[src/rtl/pll_lock_ctrl_if.sv]
// PFD sample stream into the PLL lock sequencer: signed phase error qualified by sample_valid.
interface pll_lock_ctrl_if #(
    parameter int DATA_W = 4
) ();
    logic signed [DATA_W-1:0] error_in;
    logic                     sample_valid;

    modport master (output error_in, output sample_valid);
    modport slave  (input  error_in, input  sample_valid);
endinterface

[src/rtl/pll_lock_ctrl.sv]
// PLL acquisition/lock sequencer: windowed phase-error counting drives IDLE/CLEAR/ACQUIRE/TRACK/LOCKED.
// Define LOCK_STATS_EN to add the saturating lock_loss_cnt output.
module pll_lock_ctrl #(
    parameter int DATA_W      = 4,
    parameter int WIN_LEN     = 256,
    parameter int LOCK_THR    = 8,
    parameter int UNLOCK_THR  = 32,
    parameter int ACQ_WINS    = 2,
    parameter int LOCK_WINS   = 8,
    parameter int ACQ_TIMEOUT = 64,
    parameter int CLR_CYCLES  = 4
) (
    input  logic                 sys_clk,
    input  logic                 rst_n,
    input  logic                 enable,
    pll_lock_ctrl_if.slave       pfd,
    output logic [1:0]           gain_sel,
    output logic                 lf_clr,
    output logic                 locked,
    output logic                 lock_lost,
    output logic                 acq_timeout,
    output logic [2:0]           state_out
`ifdef LOCK_STATS_EN
    ,
    output logic [7:0]           lock_loss_cnt
`endif
);
    localparam int WW   = $clog2(WIN_LEN);
    localparam int CW   = WW + 1;
    localparam int GMAX = (ACQ_WINS > LOCK_WINS) ? ACQ_WINS : LOCK_WINS;
    localparam int GW   = $clog2(GMAX + 1);
    localparam int TW   = $clog2(ACQ_TIMEOUT + 1);
    localparam int KW   = $clog2(CLR_CYCLES + 1);

    typedef enum logic [2:0] {
        ST_IDLE    = 3'd0,
        ST_CLEAR   = 3'd1,
        ST_ACQUIRE = 3'd2,
        ST_TRACK   = 3'd3,
        ST_LOCKED  = 3'd4
    } state_t;

    state_t            state;
    logic [WW-1:0]     win_cnt;
    logic [CW-1:0]     err_cnt;
    logic [GW-1:0]     good_cnt;
    logic [TW-1:0]     timeout_cnt;
    logic [KW-1:0]     clr_cnt;

    logic signed [DATA_W-1:0] err_s;
    logic              sample_err;
    logic              win_end;
    logic              win_good;
    logic              win_unlock;
    logic [CW-1:0]     err_final;
    logic [GW-1:0]     good_next;
    logic [TW-1:0]     tmo_next;

    function automatic logic [CW-1:0] err_sat_inc(input logic [CW-1:0] v);
        return (&v) ? v : v + 1'b1;
    endfunction

    function automatic logic [TW-1:0] tmo_sat_inc(input logic [TW-1:0] v);
        return (&v) ? v : v + 1'b1;
    endfunction

`ifdef LOCK_STATS_EN
    function automatic logic [7:0] stat_sat_inc(input logic [7:0] v);
        return (&v) ? v : v + 1'b1;
    endfunction
`endif

    // The window-end sample's own error is folded into the decision value.
    assign err_s      = pfd.error_in;
    assign sample_err = pfd.sample_valid && (err_s != '0);
    assign win_end    = pfd.sample_valid && (win_cnt == WW'(WIN_LEN - 1));
    assign err_final  = sample_err ? err_sat_inc(err_cnt) : err_cnt;
    assign win_good   = (err_final <= CW'(LOCK_THR));
    assign win_unlock = (err_final > CW'(UNLOCK_THR));
    assign good_next  = good_cnt + 1'b1;
    assign tmo_next   = tmo_sat_inc(timeout_cnt);
    assign state_out  = state;

    always_ff @(posedge sys_clk or negedge rst_n) begin
        if (!rst_n) begin
            state       <= ST_IDLE;
            gain_sel    <= 2'd2;
            lf_clr      <= 1'b0;
            locked      <= 1'b0;
            lock_lost   <= 1'b0;
            acq_timeout <= 1'b0;
            win_cnt     <= '0;
            err_cnt     <= '0;
            good_cnt    <= '0;
            timeout_cnt <= '0;
            clr_cnt     <= '0;
`ifdef LOCK_STATS_EN
            lock_loss_cnt <= '0;
`endif
        end else begin
            lock_lost   <= 1'b0;
            acq_timeout <= 1'b0;

            if (pfd.sample_valid) begin
                if (win_end) begin
                    win_cnt <= '0;
                    err_cnt <= '0;
                end else begin
                    win_cnt <= win_cnt + 1'b1;
                    err_cnt <= err_final;
                end
            end

            // State entries below override the free-running window update above.
            if (!enable) begin
                state    <= ST_IDLE;
                gain_sel <= 2'd2;
                lf_clr   <= 1'b0;
                locked   <= 1'b0;
            end else begin
                case (state)
                    ST_IDLE: begin
                        state    <= ST_CLEAR;
                        gain_sel <= 2'd2;
                        lf_clr   <= 1'b1;
                        clr_cnt  <= '0;
                        win_cnt  <= '0;
                        err_cnt  <= '0;
                        good_cnt <= '0;
                    end
                    ST_CLEAR: begin
                        if (clr_cnt == KW'(CLR_CYCLES - 1)) begin
                            state       <= ST_ACQUIRE;
                            lf_clr      <= 1'b0;
                            timeout_cnt <= '0;
                            win_cnt     <= '0;
                            err_cnt     <= '0;
                            good_cnt    <= '0;
                        end else begin
                            clr_cnt <= clr_cnt + 1'b1;
                        end
                    end
                    ST_ACQUIRE: begin
                        if (win_end) begin
                            timeout_cnt <= tmo_next;
                            if (win_good && (good_next == GW'(ACQ_WINS))) begin
                                state    <= ST_TRACK;
                                gain_sel <= 2'd1;
                                good_cnt <= '0;
                            end else if (tmo_next >= TW'(ACQ_TIMEOUT)) begin
                                state       <= ST_CLEAR;
                                lf_clr      <= 1'b1;
                                acq_timeout <= 1'b1;
                                clr_cnt     <= '0;
                                good_cnt    <= '0;
                            end else begin
                                good_cnt <= win_good ? good_next : '0;
                            end
                        end
                    end
                    ST_TRACK: begin
                        if (win_end) begin
                            if (!win_good) begin
                                state    <= ST_ACQUIRE;
                                gain_sel <= 2'd2;
                                good_cnt <= '0;
                            end else if (good_next == GW'(LOCK_WINS)) begin
                                state    <= ST_LOCKED;
                                gain_sel <= 2'd0;
                                locked   <= 1'b1;
                                good_cnt <= '0;
                            end else begin
                                good_cnt <= good_next;
                            end
                        end
                    end
                    ST_LOCKED: begin
                        if (win_end && win_unlock) begin
                            state       <= ST_ACQUIRE;
                            gain_sel    <= 2'd2;
                            locked      <= 1'b0;
                            lock_lost   <= 1'b1;
                            timeout_cnt <= '0;
                            good_cnt    <= '0;
`ifdef LOCK_STATS_EN
                            lock_loss_cnt <= stat_sat_inc(lock_loss_cnt);
`endif
                        end
                    end
                    default: begin
                        state    <= ST_IDLE;
                        gain_sel <= 2'd2;
                        lf_clr   <= 1'b0;
                        locked   <= 1'b0;
                    end
                endcase
            end
        end
    end
endmodule

[src/flat_wrapper.sv]
// flat-port wrapper written by rule: the top's interface ports become plain ports
module pll_lock_ctrl_flat 
#(
    parameter int DATA_W      = 4,
    parameter int WIN_LEN     = 256,
    parameter int LOCK_THR    = 8,
    parameter int UNLOCK_THR  = 32,
    parameter int ACQ_WINS    = 2,
    parameter int LOCK_WINS   = 8,
    parameter int ACQ_TIMEOUT = 64,
    parameter int CLR_CYCLES  = 4
)
  (sys_clk, rst_n, enable, gain_sel, lf_clr, locked, lock_lost, acq_timeout, state_out, pfd_error_in, pfd_sample_valid);
  pll_lock_ctrl_if #(.DATA_W(DATA_W)) pfd_i ();
  input  logic sys_clk;
  input  logic rst_n;
  input  logic enable;
  output logic [1:0] gain_sel;
  output logic lf_clr;
  output logic locked;
  output logic lock_lost;
  output logic acq_timeout;
  output logic [2:0] state_out;
  input wire logic [$bits(pfd_i.error_in)-1:0] pfd_error_in;
  input wire logic [$bits(pfd_i.sample_valid)-1:0] pfd_sample_valid;
  assign pfd_i.error_in = pfd_error_in;
  assign pfd_i.sample_valid = pfd_sample_valid;
  pll_lock_ctrl #(.DATA_W(DATA_W), .WIN_LEN(WIN_LEN), .LOCK_THR(LOCK_THR), .UNLOCK_THR(UNLOCK_THR), .ACQ_WINS(ACQ_WINS), .LOCK_WINS(LOCK_WINS), .ACQ_TIMEOUT(ACQ_TIMEOUT), .CLR_CYCLES(CLR_CYCLES)) u_core (.sys_clk(sys_clk), .rst_n(rst_n), .enable(enable), .pfd(pfd_i), .gain_sel(gain_sel), .lf_clr(lf_clr), .locked(locked), .lock_lost(lock_lost), .acq_timeout(acq_timeout), .state_out(state_out));
endmodule
[config.mk]
export PLATFORM = sky130hd
export DESIGN_NAME = pll_lock_ctrl_flat
export DESIGN_NICKNAME = d
export VERILOG_FILES = /design/src/rtl/pll_lock_ctrl_if.sv /design/src/rtl/pll_lock_ctrl.sv /design/src/flat_wrapper.sv
export SDC_FILE = /design/constraint.sdc
export NUM_CORES = 1
export LEC_CHECK = 0
export ABC_AREA = 1
export BUFFER_PORTS_ARGS = -buffer_cell sky130_fd_sc_hd__buf_2
export CORE_AREA = 4 4 89 70
export DETAILED_ROUTE_END_ITERATION = 8
export DIE_AREA = 0 0 93 74
export GPL_TIMING_DRIVEN = 0
export MAX_ROUTING_LAYER = met4
export PLACE_DENSITY_LB_ADDON = 0.15
export SKIP_CTS_REPAIR_TIMING = 1
export SYNTH_ARGS = -nofsm -noshare
export SYNTH_HDL_FRONTEND = slang
export SYNTH_SLANG_ARGS = --single-unit
[constraint.sdc]
create_clock -name sys_clk -period 3.82 [get_ports sys_clk]
set_input_delay 0.382 -clock sys_clk [delete_from_list [all_inputs] [get_ports sys_clk]]
set_output_delay 0.382 -clock sys_clk [all_outputs]
set_load 0.02 [all_outputs]
### Word-level counts from Yosys, hierarchy flattened

Cells that the tools add are included.

| word-level totals | value |
|---|---|
| register bits after elaboration | 40 |
| bits of input ports | 8 |
| output and inout bits | 9 |
| logic and storage cells | 138 |

| cells by class | value |
|---|---|
| add/subtract/negate cells | 5 |
| magnitude comparators | 3 |
| eq/ne operators | 29 |
| multiplexer cells | 70 |
| reductions and logical operators | 20 |

Operators by type and width:

| kind | number |
|---|---|
| 9-bit 2-to-1 mux | 6 |
| 3-bit 2-to-1 mux | 13 |
| 4-bit 2-to-1 mux | 9 |
| 8-bit 2-to-1 mux | 4 |
| 7-bit 2-to-1 mux | 4 |
| 3-bit by 2-bit inequality test with 1-bit output, second input constant | 8 |
| 6-bit AND reduction | 4 |
| 7-bit case mux with 3 select lines | 1 |
| 4-bit case mux with 5 select lines | 1 |
| 1-bit 2-to-1 mux | 18 |
| 9-bit case mux with 2 select lines | 1 |
| 8-bit case mux with 2 select lines | 1 |
| 3-bit case mux with 5 select lines | 1 |
| 5-bit AND reduction | 3 |
| 2-bit 2-to-1 mux | 7 |
| 2-bit by 1-bit inequality test with 1-bit output, second input constant | 5 |
| 2-bit inequality test, second input constant | 5 |
| 9-bit by 1-bit adder with 9-bit output, second input constant | 1 |
| 3-bit by 2-bit == test with 1-bit output, second input constant | 3 |
| 9-bit by 6-bit greater-than comparator with 1-bit output, second input constant | 1 |
| 9-bit by 4-bit less-or-equal comparator with 1-bit output, second input constant | 1 |
| 3-bit case mux with 3 select lines | 1 |
| 9-bit AND reduction | 1 |
| 8-bit by 1-bit adder with 8-bit output, second input constant | 1 |
| 23 further kinds | 27 |

### Longest topological paths before layout

| logic depth | value |
|---|---|
| word-level depth | 9 |
| gate-level depth with buffers | 18 |
| gate-level depth less buffers | 18 |

### Least setup slack after synthesis

No wires, ideal clock.

| timing | value |
|---|---|
| kind | flip-flop to flip-flop |
| start | register u_core.err_cnt[0] |
| end | register u_core.locked |
| setup time | 117 ps |
| arrival time | 1,842 ps |
| required time | 3,703 ps |
| setup slack | 1,861 ps |
| cell stages (with the launch flop) | 16 |
| clock period less this slack | 1,959 ps |
| path through | dfrtp_1 -> ha_1 -> nand2_1 -> nor2_2 -> nand3_2 -> nand2_1 -> a21oi_2 -> nand3_1 -> nand2_1 -> inv_2 -> nor2_4 -> nand2_1 -> a21oi_1 -> nand2_1 -> nand2_1 -> nand2_1 |

| between the ends | value |
|---|---|
| cells in the longest elaborated chain, start to end | 7 |
| elaborated cells on any way between the ends | 10 |

RTL lines:

| item | line | text |
|---|---|---|
| start: declaration | pll_lock_ctrl.sv:45 | `logic [CW-1:0] err_cnt;` |
| start signal: assignment | pll_lock_ctrl.sv:110 | `err_cnt <= err_final;` |
| 9-bit by 1-bit adder with 9-bit output or 9-bit AND reduction (tied branches) | pll_lock_ctrl.sv:60 | `return (&v) ? v : v + 1'b1;` |
| 9-bit 2-to-1 mux | pll_lock_ctrl.sv:60 |  |
| 9-bit 2-to-1 mux * | pll_lock_ctrl.sv:77 | `assign err_final = sample_err ? err_sat_inc(err_cnt) : err_cnt;` |
| 9-bit by 6-bit greater-than comparator with 1-bit output | pll_lock_ctrl.sv:79 | `assign win_unlock = (err_final > CW'(UNLOCK_THR));` |
| 1-bit logical AND | pll_lock_ctrl.sv:178 | `if (win_end && win_unlock) begin` |
| 3-bit by 2-bit inequality test with 1-bit output (no line) | - |  |
| 5-bit AND reduction (no line) * | - |  |
| end signal: assignment | pll_lock_ctrl.sv:89 | `locked <= 1'b0;` |
| end signal: assignment | pll_lock_ctrl.sv:181 | `locked <= 1'b0;` |
| end signal: assignment | pll_lock_ctrl.sv:194 | `locked <= 1'b0;` |
| end: declaration | pll_lock_ctrl.sv:19 | `output logic locked,` |

Every way passes the cells marked *; elsewhere a longest branch is shown, timed or not.
A chain may end at the register's enable or synchronous reset.

### Final worst setup path

Same ends and word-level chain as after synthesis.

==> impl_metrics.py <==
metrics = {
    "clock_tree": {
        "tritoncts": "yes",
        "cts_root_buf": "clkbuf_8",
        "clkTransAtPathRegs_ps": 80,
        "numCtsBuffers": 5,
        "clock_sinks": 40,
        "ctsHtreeMaxLevel": 2,
        "clockBufferDepth": 2,
        "clk_latency_ps": 300,
    },
    "logic_synthesis": {
        "ys.warnings.count": 0,
        "syn-cell-area_um2": 2870,
        "syn_inst": 395,
        "yosys.area.top_type_share_pct": 34.1,
        "netlist_top_cells_count": "98 x nand2_1, 48 x inv_1, 41 x nor2_1",
        "synth_edf_count": 0,
        "synthTopCellsByArea": "dfrtp_1 34%, nand2_1 13%, inv_1 6.3%",
        "avgSynthCellArea_um2": 7.25,
        "synth_nets": 410,
        "ys_ff_latch": 40,
        "yosys.cell_types.count": 41,
        "synth_most_common_cell": "nand2_1",
        "ys.flop_type": "dfrtp_1",
        "synth_top_area_cell": "dfrtp_1",
        "synth_seq_area_share_pct": 35.0,
        "async_flop_share_pct": 100,
    },
    "grt": {
        "first_global_vias": 2432,
        "antenna_found_initial": 0,
        "grt_pass1_wl_mm": 11.4,
        "grt_max_degree": 41,
        "grtUsageTotal_pct": 21.6,
        "grt_overflow_total": 0,
    },
    "detailed_routing": {
        "highest_layer": "met4",
        "drt_iter0_drc": 163,
        "wl_met2_mm": 2.73,
        "routed-wl-met3_um": 231,
        "dr.pass1.iters": 4,
        "viasPerCell": 5.04,
        "met1Wirelength_mm": 3.30,
        "vias": 2487,
        "wirelength_mm": 6.34,
        "antenna_left": 0,
        "post-route-drc-count": 0,
        "wl_per_cell_um": 12.8,
    },
    "sta": {
        "setup_viol": 0,
        "fin_worst_skew_ps": 4.65,
        "report.final.slew_viol_count": 0,
        "max_freq_mhz": 419,
        "period_needed_ps": 2380,
        "slew_headroom_pct": 38.9,
        "finalHoldViolations": 0,
        "rsz0062_at_grt": "no",
        "setup_tns_ps": 0,
        "worst-slew-pin-transition_ps": 916,
        "min_period_over_period_pct": 62.4,
    },
    "pwr": {
        "p_per_area_nw_per_um2": 519,
        "leakagePower_nw": 1.57,
        "total_power_mw": 1.63,
        "vdd_ir_drop_max_mv": 0.304,
    },
    "worst_setup_path": {
        "timing.rr.end": "u_core.locked",
        "r2r-start": "u_core.err_cnt[0]",
        "crit_family": "simple AND/OR/NAND/NOR gates",
        "max_stage_delay_ps": 460,
        "required_ps": 4010,
        "path_class": "reg2reg",
        "r2r_setup_slack_ps": 1440,
        "reg2regPathDepth": 15,
        "critPathCaptureType": "flop",
        "cp_cell_sequence": "ha_1 -> nand2_1 -> nor2_2 -> nand3_2 -> nand2_1 -> a21oi_2 -> nand3_1 -> nand2_1 -> inv_2 -> nor2_4 -> nand2_1 -> a21oi_1 -> nand2_1 -> nand2_1 -> nand2_1",
        "crit_arrival_ps": 2580,
        "path_common_cell": "nand2_1",
        "cp_slowest_cell": "dfrtp_1",
        "start_kind": "flop",
        "cp_max_fo": 7,
        "crit_buf_inv": 1,
    },
    "hold_path": {
        "hold_class": "in2async",
    },
    "die": {
        "start_util_pct": 54.1,
        "die_area_um2": 6880,
        "die_y_um": 74,
        "io_pins": 17,
        "die_x_um": 93,
        "rows": 23,
        "core_area_um2": 5300,
    },
    "outcome": {
        "outcome": "finished clean",
    },
    "finish": {
        "area_growth_pct": 9.78,
        "nets": 432,
        "antenna_cells": 0,
        "drive_gt1_share_pct": 20.1,
        "postLayoutCellArea_um2": 3150,
    },
    "placed_design": {
        "port_buffers": 15,
        "place_area_um2": 3030,
        "routabilityCongestion": 0.916,
        "place_hpwl_mm": 4.87,
    },
    "flow_run": {
        "maxCapViolations": 0,
    },
}
## cells in the final DEF, fill, tap and decap left out, types with 2 or more instances in the layout
cell and instances:
inv_2 7, nand3_1 30, a21oi_1 8, clkbuf_1 2, o21ai_1 7, o21ai_0 11
o21bai_1 2, dfrtp_1 39, inv_1 48, or2_2 2, nand2_4 5, a211oi_1 3
nand3_2 8, nand2_1 98, nor2_4 4, o21ai_2 4, nor2_1 41, nor3_1 11
buf_6 2, buf_2 16, nand2_2 11, ha_1 7, xnor2_1 4, nor2_2 10
nand4_1 5, xor2_1 8, nor3b_1 3, clkbuf_8 5
## metal layers
metal,vias to the layer above,track usage (%)
met4,0,6.34
li1,1302,-
met1,1134,30.0
met5,-,-
met3,8,4.15
met2,43,32.4
## through the flow
step           hold WS [ps]  cells  util [%]  setup slack, ps
2_1_floorplan          86.4    395         -             1860
3_3_place_gp            453    485      57.3             1550
3_5_place_dp            461    485      57.3             1500
4_1_cts                 254    493      59.4             1480
5_1_grt                 285    493      59.4             1230
6_report                208    493      59.4             1440
## kinds of logic after synthesis
family,after synthesis,share of synthesized area (%)
AOI/OAI and AO/OA,42,9.43
xor gates and xnor gates,12,3.67
adders and majority gates,7,3.06
buffers and inverters,62,8.82
DFF,40,35.0
and+or+nand+nor,232,40.0
## sequential cells by signal, indices dropped and copies added (netlist names)
signal,cells
u_core.err_cnt,9
u_core.lock_lost,1
u_core.acq_timeout,1
u_core.clr_cnt,3
u_core.good_cnt,4
u_core.gain_sel,2
u_core.win_cnt,8
u_core.lf_clr,1
u_core.state_out,3
u_core.locked,1
u_core.timeout_cnt,7
## worst register-to-register path: cells and delay by family, from the launching register on
kind,cells,cell delay [ps]
fa+ha+maj,1,290
compound gates,2,430
buf+inv,1,60
simple gates,11,1050
flops,1,460
## worst max path at each step
stage | from | end | slack, ps | cells after the start
after floorplan | u_core.err_cnt[0] | u_core.locked | 1860 | 15
after global placement | u_core.err_cnt[0] | u_core.locked | 1550 | 15
after detailed placement | u_core.err_cnt[0] | u_core.locked | 1500 | 15
after CTS | u_core.err_cnt[0] | u_core.locked | 1480 | 15
after global routing | u_core.err_cnt[0] | u_core.locked | 1230 | 16
final | u_core.err_cnt[0] | u_core.locked | 1440 | 15
## cell type report
class | instances | area [um2]
repair buffers | 15 | 75.1
flip-flops and latches | 40 | 1000
clock buffers | 5 | 68.8
well taps | 75 | 93.8
fillers | 504 | 2150
plain buffers | 6 | 42.5
multi-input cells | 293 | 1610
inverters | 56 | 210
clock inverters | 3 | 42.5
## power by group
part           switching [mW]  internal (mW)  total (mW)
registers              0.0833          0.499       0.582
logic                   0.463          0.240       0.702
clock network           0.156          0.193       0.349
total                   0.702          0.932        1.63
Power figures use the tool's default switching activity.
